$ cat src/rtl/dual_biquad_pkg.sv
// Shared types and constants for the dual biquad coefficient path: loader FSM
// states, host shadow addresses and the default coefficient width.
package dual_biquad_pkg;

    localparam int CDAT_BITS_DEFAULT = 18;

    localparam logic ADR_HIGH = 1'b0;
    localparam logic ADR_LOW  = 1'b1;

    // Wide enough for the largest legal hold length (3).
    localparam int HOLD_W = $clog2(3) + 1;

    typedef enum logic [3:0] {
        ST_IDLE,
        ST_LD_HI,
        ST_H1,
        ST_XFER,
        ST_H2,
        ST_LD_LO,
        ST_H3,
        ST_UPD,
        ST_H4,
        ST_DONE
    } ld_state_e;

endpackage

$ cat src/rtl/biquad8_coeff_loader.sv
// Coefficient loader: two host shadow registers and an FSM that plays a snapshot
// of them through the B1/B2 cascade of the incremental biquad stage.
module biquad8_coeff_loader
    import dual_biquad_pkg::*;
#(
    parameter int CDAT_BITS   = CDAT_BITS_DEFAULT,
    parameter int HOLD_CYCLES = 1
) (
    input  logic                 clk,
    input  logic                 rst_n,
    input  logic                 host_wr_i,
    input  logic                 host_adr_i,
    input  logic [CDAT_BITS-1:0] host_dat_i,
    input  logic                 commit_i,
    output logic                 busy_o,
    output logic                 done_o,
    output logic                 coeff_adr_o,
    output logic                 coeff_wr_o,
    output logic                 coeff_update_o,
    output logic [CDAT_BITS-1:0] coeff_dat_o
);

    if (HOLD_CYCLES < 1 || HOLD_CYCLES > 3) begin : g_bad_hold
        $error("biquad8_coeff_loader: HOLD_CYCLES must be in 1..3");
    end

    localparam logic [HOLD_W-1:0] HOLD_LAST = HOLD_W'(HOLD_CYCLES - 1);

    ld_state_e             state_q, state_d;
    logic [HOLD_W-1:0]     hold_cnt_q;
    logic                  pending_q;
    logic [CDAT_BITS-1:0]  shadow_hi_q, shadow_lo_q;
    logic [CDAT_BITS-1:0]  snap_hi_q, snap_lo_q;
    logic                  hold_last;
    logic                  in_hold;
    logic                  restart;
    logic                  take_snap;

    // Next-state logic; the hold states each wait HOLD_CYCLES cycles.
    always_comb begin
        state_d   = state_q;
        hold_last = (hold_cnt_q == HOLD_LAST);
        in_hold   = (state_q == ST_H1) || (state_q == ST_H2) ||
                    (state_q == ST_H3) || (state_q == ST_H4);
        restart   = (state_q == ST_DONE) && (pending_q || commit_i);
        take_snap = ((state_q == ST_IDLE) && commit_i) || restart;
        case (state_q)
            ST_IDLE:  if (commit_i) state_d = ST_LD_HI;
            ST_LD_HI: state_d = ST_H1;
            ST_H1:    if (hold_last) state_d = ST_XFER;
            ST_XFER:  state_d = ST_H2;
            ST_H2:    if (hold_last) state_d = ST_LD_LO;
            ST_LD_LO: state_d = ST_H3;
            ST_H3:    if (hold_last) state_d = ST_UPD;
            ST_UPD:   state_d = ST_H4;
            ST_H4:    if (hold_last) state_d = ST_DONE;
            ST_DONE:  state_d = restart ? ST_LD_HI : ST_IDLE;
            default:  state_d = ST_IDLE;
        endcase
    end

    // Control state, shadows and snapshots; the snapshot sees pre-write shadows.
    always_ff @(posedge clk or negedge rst_n) begin
        if (!rst_n) begin
            state_q     <= ST_IDLE;
            hold_cnt_q  <= '0;
            pending_q   <= 1'b0;
            shadow_hi_q <= '0;
            shadow_lo_q <= '0;
            snap_hi_q   <= '0;
            snap_lo_q   <= '0;
        end else begin
            state_q <= state_d;
            if (in_hold && !hold_last) hold_cnt_q <= hold_cnt_q + 1'b1;
            else                       hold_cnt_q <= '0;
            if (state_q == ST_DONE)                    pending_q <= 1'b0;
            else if (commit_i && state_q != ST_IDLE)   pending_q <= 1'b1;
            if (host_wr_i && host_adr_i == ADR_HIGH)   shadow_hi_q <= host_dat_i;
            if (host_wr_i && host_adr_i == ADR_LOW)    shadow_lo_q <= host_dat_i;
            if (take_snap) begin
                snap_hi_q <= shadow_hi_q;
                snap_lo_q <= shadow_lo_q;
            end
        end
    end

    // Registered outputs; data only moves on a write strobe and holds otherwise.
    always_ff @(posedge clk or negedge rst_n) begin
        if (!rst_n) begin
            busy_o         <= 1'b0;
            done_o         <= 1'b0;
            coeff_adr_o    <= 1'b0;
            coeff_wr_o     <= 1'b0;
            coeff_update_o <= 1'b0;
            coeff_dat_o    <= '0;
        end else begin
            busy_o         <= (state_d != ST_IDLE);
            done_o         <= (state_q == ST_DONE);
            coeff_adr_o    <= (state_q == ST_XFER);
            coeff_wr_o     <= (state_q == ST_LD_HI) || (state_q == ST_XFER) ||
                              (state_q == ST_LD_LO);
            coeff_update_o <= (state_q == ST_UPD);
            if (state_q == ST_LD_HI || state_q == ST_XFER) coeff_dat_o <= snap_hi_q;
            else if (state_q == ST_LD_LO)                  coeff_dat_o <= snap_lo_q;
        end
    end

endmodule

$ cat config.mk
export PLATFORM = sky130hd
export DESIGN_NAME = biquad8_coeff_loader
export DESIGN_NICKNAME = d
export VERILOG_FILES = /design/src/rtl/dual_biquad_pkg.sv /design/src/rtl/biquad8_coeff_loader.sv
export SDC_FILE = /design/constraint.sdc
export NUM_CORES = 1
export LEC_CHECK = 0
export CAP_MARGIN = 10
export CORE_ASPECT_RATIO = 1.5
export CORE_MARGIN = 2
export CORE_UTILIZATION = 51
export CTS_BUF_LIST = sky130_fd_sc_hd__clkbuf_4
export DETAILED_ROUTE_END_ITERATION = 12
export PLACE_DENSITY = 0.76
export SYNTH_ARGS = -nofsm -noshare
export SYNTH_HDL_FRONTEND = slang
export SYNTH_SLANG_ARGS = --single-unit
$ cat constraint.sdc
create_clock -name clk -period 1.71 [get_ports clk]
set_input_delay 0.342 -clock clk [delete_from_list [all_inputs] [get_ports clk]]
set_output_delay 0.342 -clock clk [all_outputs]
set_load 0.02 [all_outputs]
Word-level counts from Yosys, hierarchy flattened

Index checks and enable logic that the tools add are counted.
W data, S select, Z words.

Output and inout port bits: 23
Register bits after elaboration: 103
Input port bits: 23

$add $sub $neg: 1
Muxes and demuxes: 12
Reductions and logical operators: 20
Equality and inequality tests: 9
Bitwise logic cells: 1

Operators by type and width:

| operator              | number |
|---|---|
| $pmux W4 S10          | 1 |
| $mux W18              | 2 |
| $mux W4               | 5 |
| $eq A4 B3 Y1 const B  | 4 |
| $eq A4 B2 Y1 const B  | 2 |
| $eq A4 B4 Y1 const B  | 2 |
| $reduce_bool A4 Y1    | 2 |
| $logic_or A1 B1 Y1    | 7 |
| $logic_and A1 B1 Y1   | 6 |
| $eq A4 B1 Y1 const B  | 1 |
| $logic_not A4 Y1      | 1 |
| $reduce_bool A2 Y1    | 2 |
| $add A3 B1 Y3 const B | 1 |
| $logic_not A3 Y1      | 1 |
| $mux W1               | 3 |
| $mux W3               | 1 |
| $logic_not A1 Y1      | 1 |
| $not A1 Y1            | 1 |

Depth between registers and ports, before layout

Gate-level depths: netlist of run 1.

Depth in word-level cells: 6
Gate-level depth with buffers: 7

Worst setup path before layout of run 1

Ideal clock, no wire load.

Path kind: register to register
Start: register state_q[0]
End: register snap_lo_q[11]
Stages on the path, launching flop included: 7
Data arrival time: 1533 ps
Setup slack: 52 ps
Clock period less this slack: 1658 ps
Path buffers: 2
Cell sequence: dfrtp_1 buf_4 nand2b_2 nand3_1 a21oi_4 buf_6 mux2_2

Word-level cells in the longest chain between the ends: 3

Ends and longest elaborated chain:

| element                                                 | RTL line                                               | text |
|---|---|---|
| start, declared                                         | biquad8_coeff_loader.sv:29                             | `ld_state_e state_q, state_d;` |
| start signal, assigned                                  | biquad8_coeff_loader.sv:73                             | `state_q <= state_d;` |
| $eq A4 B4 Y1 / $logic_not A4 Y1 (equally long branches) | biquad8_coeff_loader.sv:45, biquad8_coeff_loader.sv:46 |  |
| $logic_and A1 B1 Y1, on equally long branches           | biquad8_coeff_loader.sv:45, biquad8_coeff_loader.sv:46 |  |
| $logic_or A1 B1 Y1 *                                    | biquad8_coeff_loader.sv:46                             | `take_snap = ((state_q == ST_IDLE) && commit_i) \|\| restart;` |
| end signal, assigned                                    | biquad8_coeff_loader.sv:82                             | `snap_lo_q <= shadow_lo_q;` |
| end, declared                                           | biquad8_coeff_loader.sv:33                             | `logic [CDAT_BITS-1:0] snap_hi_q, snap_lo_q;` |

Mark *: on every way between the ends. The rest lies on a longest branch, timed or not.
A chain may end at the register's enable or synchronous reset.

Worst setup path in the final report of run 1

Start: register state_q[1]
End: register snap_hi_q[4]

Word-level cells in the longest chain between the ends: 3

Ends and longest elaborated chain:

| element                                                 | RTL line                                               | text |
|---|---|---|
| $eq A4 B4 Y1 / $logic_not A4 Y1 (equally long branches) | biquad8_coeff_loader.sv:45, biquad8_coeff_loader.sv:46 |  |
| $logic_and A1 B1 Y1, on equally long branches           | biquad8_coeff_loader.sv:45, biquad8_coeff_loader.sv:46 |  |
| $logic_or A1 B1 Y1 *                                    | biquad8_coeff_loader.sv:46                             |  |
| end signal, assigned                                    | biquad8_coeff_loader.sv:81                             | `snap_hi_q <= shadow_hi_q;` |
| end, declared                                           | biquad8_coeff_loader.sv:33                             |  |

Marked as above.

==> flow_metrics.tcl, run 1 <==
set metrics [dict create \
    cts_buffers 9 \
    drtAntennaViolNets 0 \
    wire_per_inst_um 15.2 \
    intPower_w 0.00540 \
    synthFlopType "dfrtp_1" \
    end_kind "flip-flop" \
    core_area_um2 7660 \
    rsz0062_at_grt "false" \
    vdd_drop_max_mv 0.983 \
    maxSlewViolCount 0 \
    maxCapViolations 0 \
    grt_pass1_vias 2491 \
    layout.nets 372 \
    ys_seq_area_share_pct 64.0 \
    topRoutingLayerUsed "met4" \
    synth_xor_area_share_pct 0.652 \
    drtIter0Drc 118 \
    power.density_nw_per_um2 1660 \
    yosysUniqueCellTypes 31 \
    routed_wirelength_mm 6.90 \
    post_synth.cell_area_avg_um2 14.0 \
    slew_headroom_pct 73.5 \
    place_ws_ns -0.155 \
    yosys_warnings 0 \
    leakagePower_nw 2.13 \
    die_h_um 113 \
    synth-edff-count 0 \
    synth.cell_area_um2 4030 \
    min_period_over_period_pct 94.0 \
    cts-htree-levels 3 \
    yosysMostFrequentCell "dfrtp_1" \
    yosysTopAreaCell "dfrtp_1" \
    yosys-top-cells-area "dfrtp_1 (64%), mux2_2 (18%), o22ai_1 (3.0%), o21ai_0 (2.4%), nand2_1 (2.1%)" \
    hpwl_mm 4.69 \
    fin_crit_ns 1.61 \
    drt_first_pass_iters 4 \
    startpoint_type "flip-flop" \
    final_cell_area_um2 4850 \
    die_w_um 76.6 \
    synth_compound_area_share_pct 6.24 \
    worst_pin_slew_ns 0.398 \
    yosys.area.top_type_share_pct 64.0 \
    place_congestion 0.689 \
    synth_common_cells "dfrtp_1 (103), mux2_2 (66), nand2_1 (22)" \
    crit_type "flip-flop to flip-flop" \
    grt_max_degree 53 \
    max_stage_delay_ns 0.40 \
    wl_met2_mm 3.62 \
    synthToLayoutAreaGrowth_pct 20.3 \
    antenna_found_initial 1 \
    drive_gt1_share_pct 31.0 \
    synth_fa_ha_area_share_pct 0.621 \
    pwr-share-clk_pct 16.7 \
    vias 2371 \
    met3WireLength_um 145 \
    synthMuxAreaShare_pct 20.1 \
    dieArea_um2 8640 \
    multi_input_area_um2 1340 \
    port_buffers 45 \
    cts_num_sinks 103 \
    async_flop_share_pct 100 \
    synth_nets 313 \
    crit_path_max_fanout 21 \
    critPathRequiredTime_ns 2.05 \
    grt_usage_pct 18.0 \
    ctsRootBufferMaster "clkbuf_4" \
    grt_overflow_total 0 \
    run_status "complete, no violations" \
    crit_family "flip-flops" \
    worst-path-buf-inv 1 \
    power_switching_w 0.00266 \
    seq_area_um2 2580 \
    cp_slowest_cell "dfrtp_1" \
    synth-seq-cells 103 \
    clk_pin_slew_ns 0.14 \
    arrival_ns 1.95 \
    final.setup.worst_slack_ns 0.102 \
    p_comb_share_pct 37.1 \
    fmax_mhz 622 \
    seqPwrFrac_pct 46.2 \
    avgViaCountPerCell 5.21 \
    min_path_type "primary input to asynchronous set/reset pin" \
    synth_top_family_by_area "multiplexers" \
    setup_viol 0 \
    wl_met1_mm 2.99 \
    hold_viol 0 \
    drc 0 \
    cts_max_path_buffers 2 \
    path_cells "or2_1, a21oi_4, buf_12, mux2_2" \
    worstSkewPairLatency_ns 0.44 \
    place_area_um2 4710 \
    nFillCells 615 \
    io-pin-count 46 \
    synth-simple-area-share_pct 5.59 \
    rows 39 \
    grt_pass1_wl_mm 12.0 \
    skew_ns 0.0164 \
    cts_tree "done" \
    start_util_pct 52.6 \
    netSwitchingFraction_pct 33.1 \
    postSynthCellCount 288 \
]
state kept, by name, summed over array words and instances, names as in the netlist:
name / count
coeff_update_o: 1
state_q: 4
coeff_dat_o: 18
busy_o: 1
shadow_lo_q: 18
coeff_wr_o: 1
pending_q: 1
coeff_adr_o: 1
done_o: 1
hold_cnt_q: 3
snap_lo_q: 18
snap_hi_q: 18
shadow_hi_q: 18
cell usage in the layout (no fill, tap or decap), types with 2 or more instances in the layout:
cell,netlist,layout
o22ai_1,19,19
nor2_1,8,8
dlygate4sd2_1,0,23
buf_12,0,5
clkdlybuf4s50_1,0,21
nor3b_1,2,2
ha_1,2,2
mux2_1,6,6
nand2_1,22,22
nand2b_1,2,2
o21ai_0,19,19
clkbuf_4,0,11
dfrtp_1,103,102
bufinv_16,0,2
clkinv_1,0,2
nor2_2,2,2
inv_1,4,4
xnor2_1,2,2
nand3_1,2,2
mux2_2,66,66
buf_4,1,14
stage by stage:
| stage | util (%) | hold slack, ns | TNS (ns) | std cells | total power, W |
|---|---|---|---|---|---|
| global route | 63.3 | 0.369 | 0 | 455 | 0.00863 |
| global placement | 61.4 | 0.294 | -4.37 | 437 | 0.00685 |
| CTS | 63.2 | 0.348 | 0 | 454 | 0.00815 |
| finish | 63.3 | 0.351 | 0 | 455 | 0.00806 |
| detailed placement | 61.4 | 0.303 | -5.06 | 437 | 0.00698 |
| floorplan | - | 0.0464 | 0 | 288 | 0.00579 |
worst register-to-register path, cell delays in order (launching register included):
cell and delay (ns):
dfrtp_1 0.40, or2_1 0.34, a21oi_4 0.22, buf_12 0.20
mux2_2 0.35
power by group through the flow:
stage	combinational [W]	clock, W	sequential, W
after floorplan	0.00183	0	0.00396
after global placement	0.00311	0	0.00374
after detailed placement	0.00319	0	0.00379
after CTS	0.00304	0.00138	0.00373
after global routing	0.00331	0.00149	0.00383
final	0.00299	0.00134	0.00373
layer usage:
metal,track usage (%),vias to the layer above
met5,0,-
met4,8.36,0
met3,3.67,11
met2,30.4,31
met1,22.4,1202
li1,-,1127
layout make-up:
| class | count | share of cell area, % |
|---|---|---|
| flip-flops and latches | 103 | 53.2 |
| multi-input cells | 165 | 27.7 |
| repair buffers | 64 | 12.9 |
| well taps | 102 | 2.63 |
| clock buffers | 11 | 1.70 |
| clock inverters | 5 | 1.50 |
| inverters | 4 | 0.310 |
| diodes | 1 | 0.0516 |
cell families after synthesis:
| logic type | after synthesis |
|---|---|
| compound gates | 42 |
| flops | 103 |
| buf+inv | 20 |
| fa+ha+maj | 2 |
| xor+xnor | 3 |
| simple gates | 46 |
| mux | 72 |
final timing paths:
check / start / endpoint / slack [ns] / cells after the start
worst min-delay path: rst_n / snap_hi_q[8] / 0.35 / 2
worst min register to register: hold_cnt_q[0] / hold_cnt_q[0] / 0.47 / 1
max in group asynchronous: rst_n / state_q[0] / 0.75 / 3
worst max register to register: state_q[1] / snap_hi_q[4] / 0.10 / 4
min in group clk: hold_cnt_q[0] / hold_cnt_q[0] / 0.47 / 1
worst max-delay path: state_q[1] / snap_hi_q[4] / 0.10 / 4
repair_timing:
action / CTS / global route
endpoints found under the setup margin: 23 / 35
resized for setup: 23 / 1
pin swaps: 0 / 1
hold endpoints to repair: 27 / 0
hold buffers: 1 / 0
setup buffers: 0 / 0
(Power assumes the default switching activity.)
==> run 2, diff against run 1 <==
PLACE_DENSITY = 0.83   (was 0.76)
SLEW_MARGIN = 40   (was not set)
==> flow_metrics.tcl, run 2 (synthesis results as in run 1) <==
set metrics [dict create \
    grt_pass1_wl_mm 12.2 \
    start_util_pct 52.6 \
    use_met1_pct 23.1 \
    cts_buffers 9 \
    setup_viol 0 \
    final_core_util_pct 63.0 \
    critPathRequiredTime_ns 2.04 \
    crit_type "flip-flop to flip-flop" \
    dieArea_um2 8640 \
    io-pin-count 46 \
    drc 0 \
    maxSlewViolCount 0 \
    hpwl_mm 4.88 \
    multi_input_area_um2 1340 \
    fin_crit_ns 1.65 \
    drt_first_pass_iters 4 \
    power_w 0.00792 \
    place_congestion 0.774 \
    layout.nets 370 \
    routed_wirelength_mm 7.06 \
    post-cts-setup-buffer-count 0 \
    vdd_drop_max_mv 1.18 \
    crit_family "flip-flops" \
    ctsRootBufferMaster "clkbuf_4" \
    cts-htree-levels 3 \
    min_path_type "primary input to asynchronous set/reset pin" \
    power.density_nw_per_um2 1640 \
    end_kind "flip-flop" \
    synthToLayoutAreaGrowth_pct 19.8 \
    busiest_layer "met2" \
    grt_max_degree 38 \
    final_common_cell "dfrtp_1" \
    grt_usage_pct 18.0 \
    clk_pin_slew_ns 0.14 \
    antenna_found_initial 0 \
    avgViaCountPerCell 5.27 \
    arrival_ns 1.99 \
    grt_pass1_vias 2472 \
    port_buffers 45 \
    cts_max_path_buffers 2 \
    leakagePower_nw 2.11 \
    rsz0062_at_grt "false" \
    nFillCells 593 \
    crit_path_max_fanout 21 \
    worst_pin_slew_ns 0.512 \
    startpoint_type "flip-flop" \
    seq_area_um2 2580 \
    drtAntennaViolNets 0 \
    die_h_um 113 \
    regToRegEndpoint "snap_hi_q[9]" \
    maxCapViolations 0 \
    max_stage_delay_ns 0.41 \
    hold_slack_ns 0.401 \
    drive_gt1_share_pct 30.3 \
    run_status "complete, no violations" \
    cp_slowest_cell "dfrtp_1" \
    gr-usage-met3_pct 4.23 \
    cts_tree "done" \
    cts_num_sinks 103 \
    final_cell_mix "dfrtp_1 (102), mux2_2 (66), dlygate4sd2_1 (23)" \
    slew_headroom_pct 65.9 \
    fmax_mhz 605 \
    skew_ns 0.0146 \
    reg2reg_from "state_q[1]" \
    ff2ff_setup_slack_ns 0.06 \
    worstSkewPairLatency_ns 0.44 \
    min_period_over_period_pct 96.7 \
    hold_viol 0 \
    r2r_cells 4 \
    antenna_cells 0 \
    worst-path-buf-inv 1 \
    drtIter0Drc 119 \
    rows 39 \
    grt_overflow_total 0 \
    vias 2383 \
    core_area_um2 7660 \
    die_w_um 76.6 \
    wire_per_inst_um 15.6 \
    path_cells "or2_1, a21oi_4, buf_12, mux2_1" \
    met2_usage_pct 30.1 \
]
==> run 2: how the worst max path moves through the flow <==
stage                from       endpoint  slack (ns)  cells after the start
3_5_place_dp     commit_i   snap_hi_q[9]       -0.22                      5
5_1_grt        state_q[1]   snap_hi_q[9]       0.001                      4
6_report       state_q[1]   snap_hi_q[9]        0.06                      4
3_3_place_gp     commit_i   snap_hi_q[8]       -0.18                      5
2_1_floorplan  state_q[0]  snap_lo_q[11]        0.05                      6
4_1_cts        state_q[0]   snap_hi_q[9]        0.04                      5
==> run 2: metal layers <==
layer	up-vias	part of all wire [%]	wire length, µm
met4	0	1.4	97
met5	-	0	0
met2	37	51	3630
met3	6	3.3	230
met1	1211	44	3110
li1	1129	-	-
==> run 2: layout make-up <==
type                            instances  share of cell area (%)
Sequential cell                       103                    53.4
Multi-Input combinational cell        165                    27.8
Timing Repair Buffer                   62                    13.2
Tap cell                              102                    2.64
Clock buffer                           10                    1.56
Clock inverter                          6                    1.06
Inverter                                4                   0.311
==> run 2: per-stage QoR <==
stage	setup WS (ns)	instance area [µm²]	instances	setup TNS, ns
after floorplan	0.0523	4030	288	0
after global placement	-0.180	4720	435	-6.22
after detailed placement	-0.220	4720	435	-6.76
after CTS	0.0354	4820	452	0
after global routing	0.00136	4830	452	0
final	0.0567	4830	452	0
==> run 2: power breakdown <==
group	leakage [nW]	internal (W)	switching [W]
Combinational	0.806	0.00147	0.00154
Sequential	1.23	0.00330	0.000435
Clock	0.0727	0.000445	0.000726
Total	2.11	0.00522	0.00270
==> run 2: timing repair <==
item,4_1_cts,5_1_grt
hold endpoints to repair,34,0
gates cloned,0,0
setup endpoints to repair,23,36
resized for setup,23,1
hold buffers,1,0
==> run 2: worst reg2reg max path, delay by kind of cell, from the launching register on <==
kind	cells	cell delay [ns]
flops	1	0.41
mux	1	0.36
buf+inv	1	0.20
compound gates	1	0.23
simple gates	1	0.35
